$ cat src/rtl/alu_seq_pkg.sv
// Shared opcode, FSM state and flag definitions for the sequential ALU.
// The ALU and its multiplier datapath both use these definitions.
package alu_seq_pkg;

  typedef enum logic [3:0] {
    OP_AND      = 4'd0,
    OP_OR       = 4'd1,
    OP_NOR      = 4'd2,
    OP_ADD      = 4'd3,
    OP_SUB      = 4'd4,
    OP_INC      = 4'd5,
    OP_MULTPLUS = 4'd6,
    OP_MOV      = 4'd7
  } alu_op_e;

  typedef enum logic [1:0] {
    ST_IDLE = 2'd0,
    ST_MUL  = 2'd1,
    ST_FIN  = 2'd2
  } alu_state_e;

  typedef struct packed {
    logic zero;
    logic carry;
    logic overflow;
  } alu_flags_t;

endpackage

$ cat src/rtl/alu_seq_if.sv
// Issue/result bundle between the register-file read stage and the ALU.
// The master drives the operation; the slave returns the result and flags.
interface alu_seq_if #(
  parameter int WIDTH = 32
);
  logic             Start;
  logic [3:0]       ALUOperation;
  logic [WIDTH-1:0] A;
  logic [WIDTH-1:0] B;
  logic             Ready;
  logic             Done;
  logic [WIDTH-1:0] ALUResult;
  logic             Zero;
  logic             Carry;
  logic             Overflow;

  modport master (
    output Start, ALUOperation, A, B,
    input  Ready, Done, ALUResult, Zero, Carry, Overflow
  );

  modport slave (
    input  Start, ALUOperation, A, B,
    output Ready, Done, ALUResult, Zero, Carry, Overflow
  );
endinterface

$ cat src/rtl/alu_seq_multiplier.sv
// Iterative shift-add multiplier keeping the low WIDTH bits of the product.
// Latency WIDTH cycles after start; start is only honoured when not busy.
module alu_seq_multiplier #(
  parameter int WIDTH = 32,
  parameter int CNT_W = $clog2(WIDTH + 1)
) (
  input  logic             clk,
  input  logic             reset,
  input  logic             start,
  input  logic [WIDTH-1:0] a,
  input  logic [WIDTH-1:0] b,
  output logic             busy,
  output logic             done,
  output logic [WIDTH-1:0] product
);

  logic [WIDTH-1:0] mcand_q;
  logic [WIDTH-1:0] mplier_q;
  logic [WIDTH-1:0] acc_q;
  logic [CNT_W-1:0] cnt_q;
  logic             busy_q;
  logic             last_iter;

  // done marks the cycle whose edge performs the final iteration, so the
  // product is complete in the cycle that follows.
  assign last_iter = busy_q && (cnt_q == CNT_W'(WIDTH - 1));
  assign busy      = busy_q;
  assign done      = last_iter;
  assign product   = acc_q;

  always_ff @(posedge clk or posedge reset) begin
    if (reset) begin
      mcand_q  <= '0;
      mplier_q <= '0;
      acc_q    <= '0;
      cnt_q    <= '0;
      busy_q   <= 1'b0;
    end else if (start && !busy_q) begin
      mcand_q  <= a;
      mplier_q <= b;
      acc_q    <= '0;
      cnt_q    <= '0;
      busy_q   <= 1'b1;
    end else if (busy_q) begin
      if (mplier_q[0]) begin
        acc_q <= acc_q + mcand_q;
      end
      mcand_q  <= mcand_q << 1;
      mplier_q <= mplier_q >> 1;
      cnt_q    <= cnt_q + CNT_W'(1);
      if (last_iter) begin
        busy_q <= 1'b0;
      end
    end
  end

endmodule

$ cat src/rtl/alu_seq.sv
// Registered WIDTH-bit ALU: single-cycle ops report Done one cycle after accept,
// MULTPLUS reports WIDTH+2 cycles after accept; Ready drops while multiplying.
module alu_seq
  import alu_seq_pkg::*;
#(
  parameter int WIDTH = 32,
  parameter int CNT_W = $clog2(WIDTH + 1)
) (
  input  logic     clk,
  input  logic     reset,
  alu_seq_if.slave bus
);

  alu_state_e       state_q;
  alu_state_e       state_d;

  logic             accept;
  logic             mul_start;
  logic             mul_busy;
  logic             mul_done;
  logic [WIDTH-1:0] mul_product;
  logic [WIDTH-1:0] mplus_res;

  logic [WIDTH:0]   add_sum;
  logic [WIDTH:0]   sub_diff;
  logic [WIDTH:0]   inc_sum;
  logic [WIDTH-1:0] op_res;
  alu_flags_t       op_flags;

  logic [WIDTH-1:0] result_q;
  alu_flags_t       flags_q;
  logic             done_q;

  assign bus.Ready = (state_q == ST_IDLE) && !mul_busy;
  assign accept    = bus.Start && bus.Ready;
  assign mul_start = accept && (bus.ALUOperation == OP_MULTPLUS);

  alu_seq_multiplier #(
    .WIDTH (WIDTH),
    .CNT_W (CNT_W)
  ) u_mult (
    .clk     (clk),
    .reset   (reset),
    .start   (mul_start),
    .a       (bus.A),
    .b       (bus.B),
    .busy    (mul_busy),
    .done    (mul_done),
    .product (mul_product)
  );

  // Extra top bit carries the unsigned carry/borrow out of each operation.
  assign add_sum   = {1'b0, bus.A} + {1'b0, bus.B};
  assign sub_diff  = {1'b0, bus.A} - {1'b0, bus.B};
  assign inc_sum   = {1'b0, bus.B} + {{WIDTH{1'b0}}, 1'b1};
  assign mplus_res = mul_product + {{(WIDTH-1){1'b0}}, 1'b1};

  always_comb begin
    op_res            = '0;
    op_flags.carry    = 1'b0;
    op_flags.overflow = 1'b0;
    case (bus.ALUOperation)
      OP_AND: op_res = bus.A & bus.B;
      OP_OR:  op_res = bus.A | bus.B;
      OP_NOR: op_res = ~(bus.A | bus.B);
      OP_ADD: begin
        op_res            = add_sum[WIDTH-1:0];
        op_flags.carry    = add_sum[WIDTH];
        op_flags.overflow = (bus.A[WIDTH-1] == bus.B[WIDTH-1]) &&
                            (add_sum[WIDTH-1] != bus.A[WIDTH-1]);
      end
      OP_SUB: begin
        // Carry is NOT borrow, i.e. set when A >= B unsigned.
        op_res            = sub_diff[WIDTH-1:0];
        op_flags.carry    = ~sub_diff[WIDTH];
        op_flags.overflow = (bus.A[WIDTH-1] != bus.B[WIDTH-1]) &&
                            (sub_diff[WIDTH-1] != bus.A[WIDTH-1]);
      end
      OP_INC: begin
        op_res            = inc_sum[WIDTH-1:0];
        op_flags.carry    = inc_sum[WIDTH];
        op_flags.overflow = !bus.B[WIDTH-1] && inc_sum[WIDTH-1];
      end
      OP_MOV: op_res = bus.B;
      default: op_res = '0;
    endcase
    op_flags.zero = (op_res == '0);
  end

  always_comb begin
    state_d = state_q;
    case (state_q)
      ST_IDLE: if (mul_start) state_d = ST_MUL;
      ST_MUL:  if (mul_done)  state_d = ST_FIN;
      ST_FIN:  state_d = ST_IDLE;
      default: state_d = ST_IDLE;
    endcase
  end

  always_ff @(posedge clk or posedge reset) begin
    if (reset) begin
      state_q <= ST_IDLE;
    end else begin
      state_q <= state_d;
    end
  end

  always_ff @(posedge clk or posedge reset) begin
    if (reset) begin
      result_q         <= '0;
      flags_q.zero     <= 1'b1;
      flags_q.carry    <= 1'b0;
      flags_q.overflow <= 1'b0;
      done_q           <= 1'b0;
    end else begin
      done_q <= 1'b0;
      if (state_q == ST_FIN) begin
        result_q         <= mplus_res;
        flags_q.zero     <= (mplus_res == '0);
        flags_q.carry    <= 1'b0;
        flags_q.overflow <= 1'b0;
        done_q           <= 1'b1;
      end else if (accept && !mul_start) begin
        result_q <= op_res;
        flags_q  <= op_flags;
        done_q   <= 1'b1;
      end
    end
  end

  assign bus.Done      = done_q;
  assign bus.ALUResult = result_q;
  assign bus.Zero      = flags_q.zero;
  assign bus.Carry     = flags_q.carry;
  assign bus.Overflow  = flags_q.overflow;

endmodule

$ cat src/flat_wrapper.sv
// flat-port wrapper written by rule: the top's interface ports become plain ports
module alu_seq_flat import alu_seq_pkg::*;
#(
  parameter int WIDTH = 32,
  parameter int CNT_W = $clog2(WIDTH + 1)
)
  (clk, reset, bus_Start, bus_ALUOperation, bus_A, bus_B, bus_Ready, bus_Done, bus_ALUResult, bus_Zero, bus_Carry, bus_Overflow);
  alu_seq_if #(.WIDTH(WIDTH)) bus_i ();
  input  logic clk;
  input  logic reset;
  input wire logic [$bits(bus_i.Start)-1:0] bus_Start;
  input wire logic [$bits(bus_i.ALUOperation)-1:0] bus_ALUOperation;
  input wire logic [$bits(bus_i.A)-1:0] bus_A;
  input wire logic [$bits(bus_i.B)-1:0] bus_B;
  output wire logic [$bits(bus_i.Ready)-1:0] bus_Ready;
  output wire logic [$bits(bus_i.Done)-1:0] bus_Done;
  output wire logic [$bits(bus_i.ALUResult)-1:0] bus_ALUResult;
  output wire logic [$bits(bus_i.Zero)-1:0] bus_Zero;
  output wire logic [$bits(bus_i.Carry)-1:0] bus_Carry;
  output wire logic [$bits(bus_i.Overflow)-1:0] bus_Overflow;
  assign bus_i.Start = bus_Start;
  assign bus_i.ALUOperation = bus_ALUOperation;
  assign bus_i.A = bus_A;
  assign bus_i.B = bus_B;
  assign bus_Ready = bus_i.Ready;
  assign bus_Done = bus_i.Done;
  assign bus_ALUResult = bus_i.ALUResult;
  assign bus_Zero = bus_i.Zero;
  assign bus_Carry = bus_i.Carry;
  assign bus_Overflow = bus_i.Overflow;
  alu_seq #(.WIDTH(WIDTH), .CNT_W(CNT_W)) u_core (.clk(clk), .reset(reset), .bus(bus_i));
endmodule
$ cat config.mk
export PLATFORM = sky130hd
export DESIGN_NAME = alu_seq_flat
export DESIGN_NICKNAME = d
export VERILOG_FILES = /design/src/rtl/alu_seq_pkg.sv /design/src/rtl/alu_seq_if.sv /design/src/rtl/alu_seq_multiplier.sv /design/src/rtl/alu_seq.sv /design/src/flat_wrapper.sv
export SDC_FILE = /design/constraint.sdc
export NUM_CORES = 1
export LEC_CHECK = 0
export CAP_MARGIN = 40
export CORE_ASPECT_RATIO = 1.1
export CORE_UTILIZATION = 55
export CTS_CLUSTER_DIAMETER = 120
export DETAILED_ROUTE_END_ITERATION = 8
export MAX_ROUTING_LAYER = met4
export PLACE_DENSITY = 0.75
export REMOVE_ABC_BUFFERS = 1
export SYNTH_ARGS = -nofsm -noshare
export SYNTH_HDL_FRONTEND = slang
export SYNTH_HIERARCHICAL = 1
export SYNTH_SLANG_ARGS = --single-unit
export TNS_END_PERCENT = 100
$ cat constraint.sdc
create_clock -name clk -period 3.9 [get_ports clk]
set_input_delay 0.585 -clock clk [delete_from_list [all_inputs] [get_ports clk]]
set_output_delay 0.585 -clock clk [all_outputs]
set_load 0.01 [all_outputs]
==> impl_metrics.csv <==
group,metric,value,unit
logic_synthesis,avgSynthCellArea,7.89,sq um
die,core,0.0270,sq mm
die,die_y,176,um
power_and_ir_drop,p_leak,9.03,nW
worst_setup_path,cp-end-kind,"flip-flop",
power_and_ir_drop,seq_power_share,30.1,%
sta,hold_viol,0,
worst_setup_path,r2r-end,"u_core/bus.Zero$_DFFE_PP1P_",
place,gp_congestion,1.09,
sta,setup_tns,-0.0997,ns
logic_synthesis,synth_most_common_cell,"nand2_1",
flow_run,maxCapViolations,0,
layout,nets,2564,
sta,fin_hold_ws,0.482,ns
global_routing,grt_pass1_vias,16900,
worst_setup_path,worstPathMaxFanout,3,
global_routing,met2_usage,68.9,%
layout,n_fill_cell,2025,
logic_synthesis,yosys_most_used_dff,"dfrtp_1",
power_and_ir_drop,combPwrFrac,51.4,%
min_path,worstHoldStart,"u_core/u_mult/mplier_q[17]$_DFFE_PP0P_",
power_and_ir_drop,p_int,4.98,mW
sta,fin_skew,0.0157,ns
global_routing,grt_usage,45.9,%
sta,min_period,4.00,ns
cts,clock-sinks,141,
worst_setup_path,r2r_setup_slack,0.14,ns
logic_synthesis,synth_area_leaders,"dfrtp_1 (23%), ha_1 (11%), nand2_1 (5.5%), o21ai_0 (5.0%), mux2i_1 (4.5%)",
cts,cts_max_level,4,
die,initial_core_util,56.1,%
drt,num_vias,17700,
global_routing,grt_max_degree,74,
drt,firstDrtPassIters,6,
cts,clk_pin_slew,0.07,ns
die,dieWidth,160,um
cts,cts_buffers,17,
layout,syn_to_final_growth,35.5,%
power_and_ir_drop,power_switching,4.03,mW
global_routing,gr-usage-met3,8.67,%
place,port_buffers,107,
logic_synthesis,synth_async_sr_flop_share,100,%
layout,layout-drive-gt1-share,25.6,%
logic_synthesis,synth_cell_types,96,
drt,drtIter0Drc,2022,
cts,insertion_delay,0.45,ns
place,pre_cts_slack,-1.08,ns
worst_setup_path,critPathKind,"input pin to flip-flop",
layout,n_antenna_cell,0,
drt,antenna_left,0,
logic_synthesis,synth_top_area_share,23.2,%
sta,layout_setup_ws,-0.0997,ns
place,dp_hpwl,48.6,mm
logic_synthesis,yosysSeqAreaShare,23.3,%
global_routing,use_met1,60.1,%
worst_setup_path,worst_ep_required_time,4.26,ns
logic_synthesis,syn_inst,1919,
min_path,holdCritPathClass,"flip-flop to flip-flop",
logic_synthesis,yosysWarnings,6,
worst_setup_path,r2r-start,"u_core/u_mult/product[2]$_DFFE_PP0P_",
drt,drc,0,
global_routing,grt_pass1_wl,96.8,mm
cts,cts-root-buf,"clkbuf_16",
power_and_ir_drop,swShare,44.7,%
global_routing,grt-ovfl-total,0,
power_and_ir_drop,powerDensity,440,mW/mm^2
logic_synthesis,synth-edff-count,0,
die,ioPinCount,108,
die,rows,63,
logic_synthesis,yosysTopAreaCell,"dfrtp_1",
logic_synthesis,ys_ff_latch,141,
drt,wl_per_cell,23.3,um
global_routing,grt_busiest_layer,"met2",
sta,rsz0062_at_grt,"true",
cts,tritoncts,"built",
sta,period_share,103,%
global_routing,grt_antenna_before_repair,0,
worst_setup_path,worstPathArrival,4.36,ns
cts,postCtsHoldBufs,0,
sta,fmax,250,MHz
layout,stdcell_count,2722,
drt,via_per_inst,6.50,
logic_synthesis,yosys-top-cells-count,"nand2_1 (220), o21ai_0 (152), dfrtp_1 (140), ha_1 (138), nor2_1 (129)",
power_and_ir_drop,ir_drop,528,uV
outcome,status,"complete, but fails checks",
drt,routed_wirelength,63.5,mm
cts,clock_path_buffers,2,
worst_setup_path,reg2reg_depth,12,
worst_setup_path,crit_path_start_kind,"input pin",
sta,setup_viol,1,
power_and_ir_drop,pwr-share-clk,18.5,%
die,dieArea,0.0282,sq mm
min_path,whs_path_depth,2,
logic_synthesis,synth_area,0.0151,sq mm
min_path,hold_path_end,"u_core/u_mult/mplier_q[16]$_DFFE_PP0P_",
sta,relSlewSlack,50.1,%
sta,maxSlewViolCount,0,
outcome,violations,"negative setup slack",
sta,tightest_slew,0.749,ns
place,place_inst,2669,
==> sequential cells by signal (all words and copies together) (netlist names) <==
signal	count
u_core/bus.Carry	1
u_core/bus.ALUResult	32
u_core/u_mult/product	32
u_core/u_mult/cnt_q	6
u_core/u_mult/busy	1
u_core/u_mult/mcand_q	32
u_core/bus.Done	1
u_core/u_mult/mplier_q	32
u_core/bus.Overflow	1
u_core/bus.Zero	1
u_core/state_q	2
==> worst max-delay path, cell delays in order <==
cell             delay [ns]
clkdlybuf4s50_1        0.54
buf_4                  0.20
ha_1                   0.20
nor2b_2                0.21
nor2_1                 0.12
o31ai_2                0.35
a21oi_4                0.06
xor2_1                 0.16
a221o_1                0.39
nor4_2                 0.33
buf_4                  0.17
or4b_4                 0.47
nor4_2                 0.22
nand4_1                0.15
o31ai_2                0.19
==> cells by family (layout without fill, tap and decap cells) <==
logic type / Yosys count / count (layout) / share of synthesized area, %
buffers and inverters: 220 / 666 / 5.98
flip-flops: 141 / 141 / 23.3
adder cells (fa/ha/maj): 141 / 141 / 11.8
AO/OA/AOI/OAI: 617 / 617 / 27.8
multiplexers: 82 / 82 / 5.54
XOR/XNOR: 94 / 94 / 5.44
AND/OR/NAND/NOR: 624 / 624 / 20.1
==> cell type report <==
type	count	area, sq um	area share, %
Clock buffer	18	429	2.09
Clock inverter	14	150	0.732
Inverter	111	422	2.06
Multi-Input combinational cell	1558	11300	55.0
Sequential cell	141	3530	17.2
Tap cell	357	447	2.18
Timing Repair Buffer	523	4250	20.7
==> timing repair <==
item / 4_1_cts / 5_1_grt
pin swaps: 27 / 27
setup buffers: 19 / 2
gates resized for setup: 109 / 42
endpoints found under the setup margin: 7 / 5
cloned: 0 / 0
==> power groups by stage <==
| stage | clock (mW) | sequential, mW | combinational (mW) |
|---|---|---|---|
| 2_1_floorplan | 0 | 2.66 | 2.40 |
| 3_3_place_gp | 0 | 2.66 | 4.15 |
| 3_5_place_dp | 0 | 2.69 | 4.33 |
| 4_1_cts | 1.67 | 2.68 | 4.47 |
| 5_1_grt | 1.74 | 2.77 | 4.98 |
| 6_report | 1.67 | 2.72 | 4.63 |
==> how the worst max path moves through the flow <==
stage | end | start | slack, ns
floorplan | u_core/u_mult/product[31]$_DFFE_PP0P_ | u_core/u_mult/busy$_DFF_PP0_ | -1.85
global placement | u_core/bus.Zero$_DFFE_PP1P_ | bus_B[0] | -0.99
detailed placement | u_core/bus.Zero$_DFFE_PP1P_ | bus_B[0] | -1.08
CTS | u_core/bus.Zero$_DFFE_PP1P_ | bus_A[0] | -0.01
global route | u_core/bus.Zero$_DFFE_PP1P_ | bus_A[8] | -0.20
finish | u_core/bus.Zero$_DFFE_PP1P_ | bus_A[8] | -0.1
==> per-stage QoR <==
step | power [mW] | utilization, % | area [sq um]
after global placement | 6.81 | 71.1 | 19200
after detailed placement | 7.02 | 71.2 | 19200
after CTS | 8.82 | 75.2 | 20300
after floorplan | 5.05 | - | 14600
after global routing | 9.48 | 76.0 | 20500
final | 9.02 | 76.0 | 20500
==> placed cells by master (no fill, tap or decap), drive strengths merged, types with 68 or more instances in the layout <==
master	count
dfrtp	140
nor2	130
inv	120
o21ai	163
mux2i	68
a21oi	132
buf	419
nand2	220
ha	138
clkdlybuf4s50	90
==> metal layers <==
layer  wire [um]  part of all wire [%]
met5           0                     0
met1       26000                    41
met3        6610                    10
met4        3170                   5.0
met2       27700                    44
Note: power is estimated with default switching activity, not from simulation.
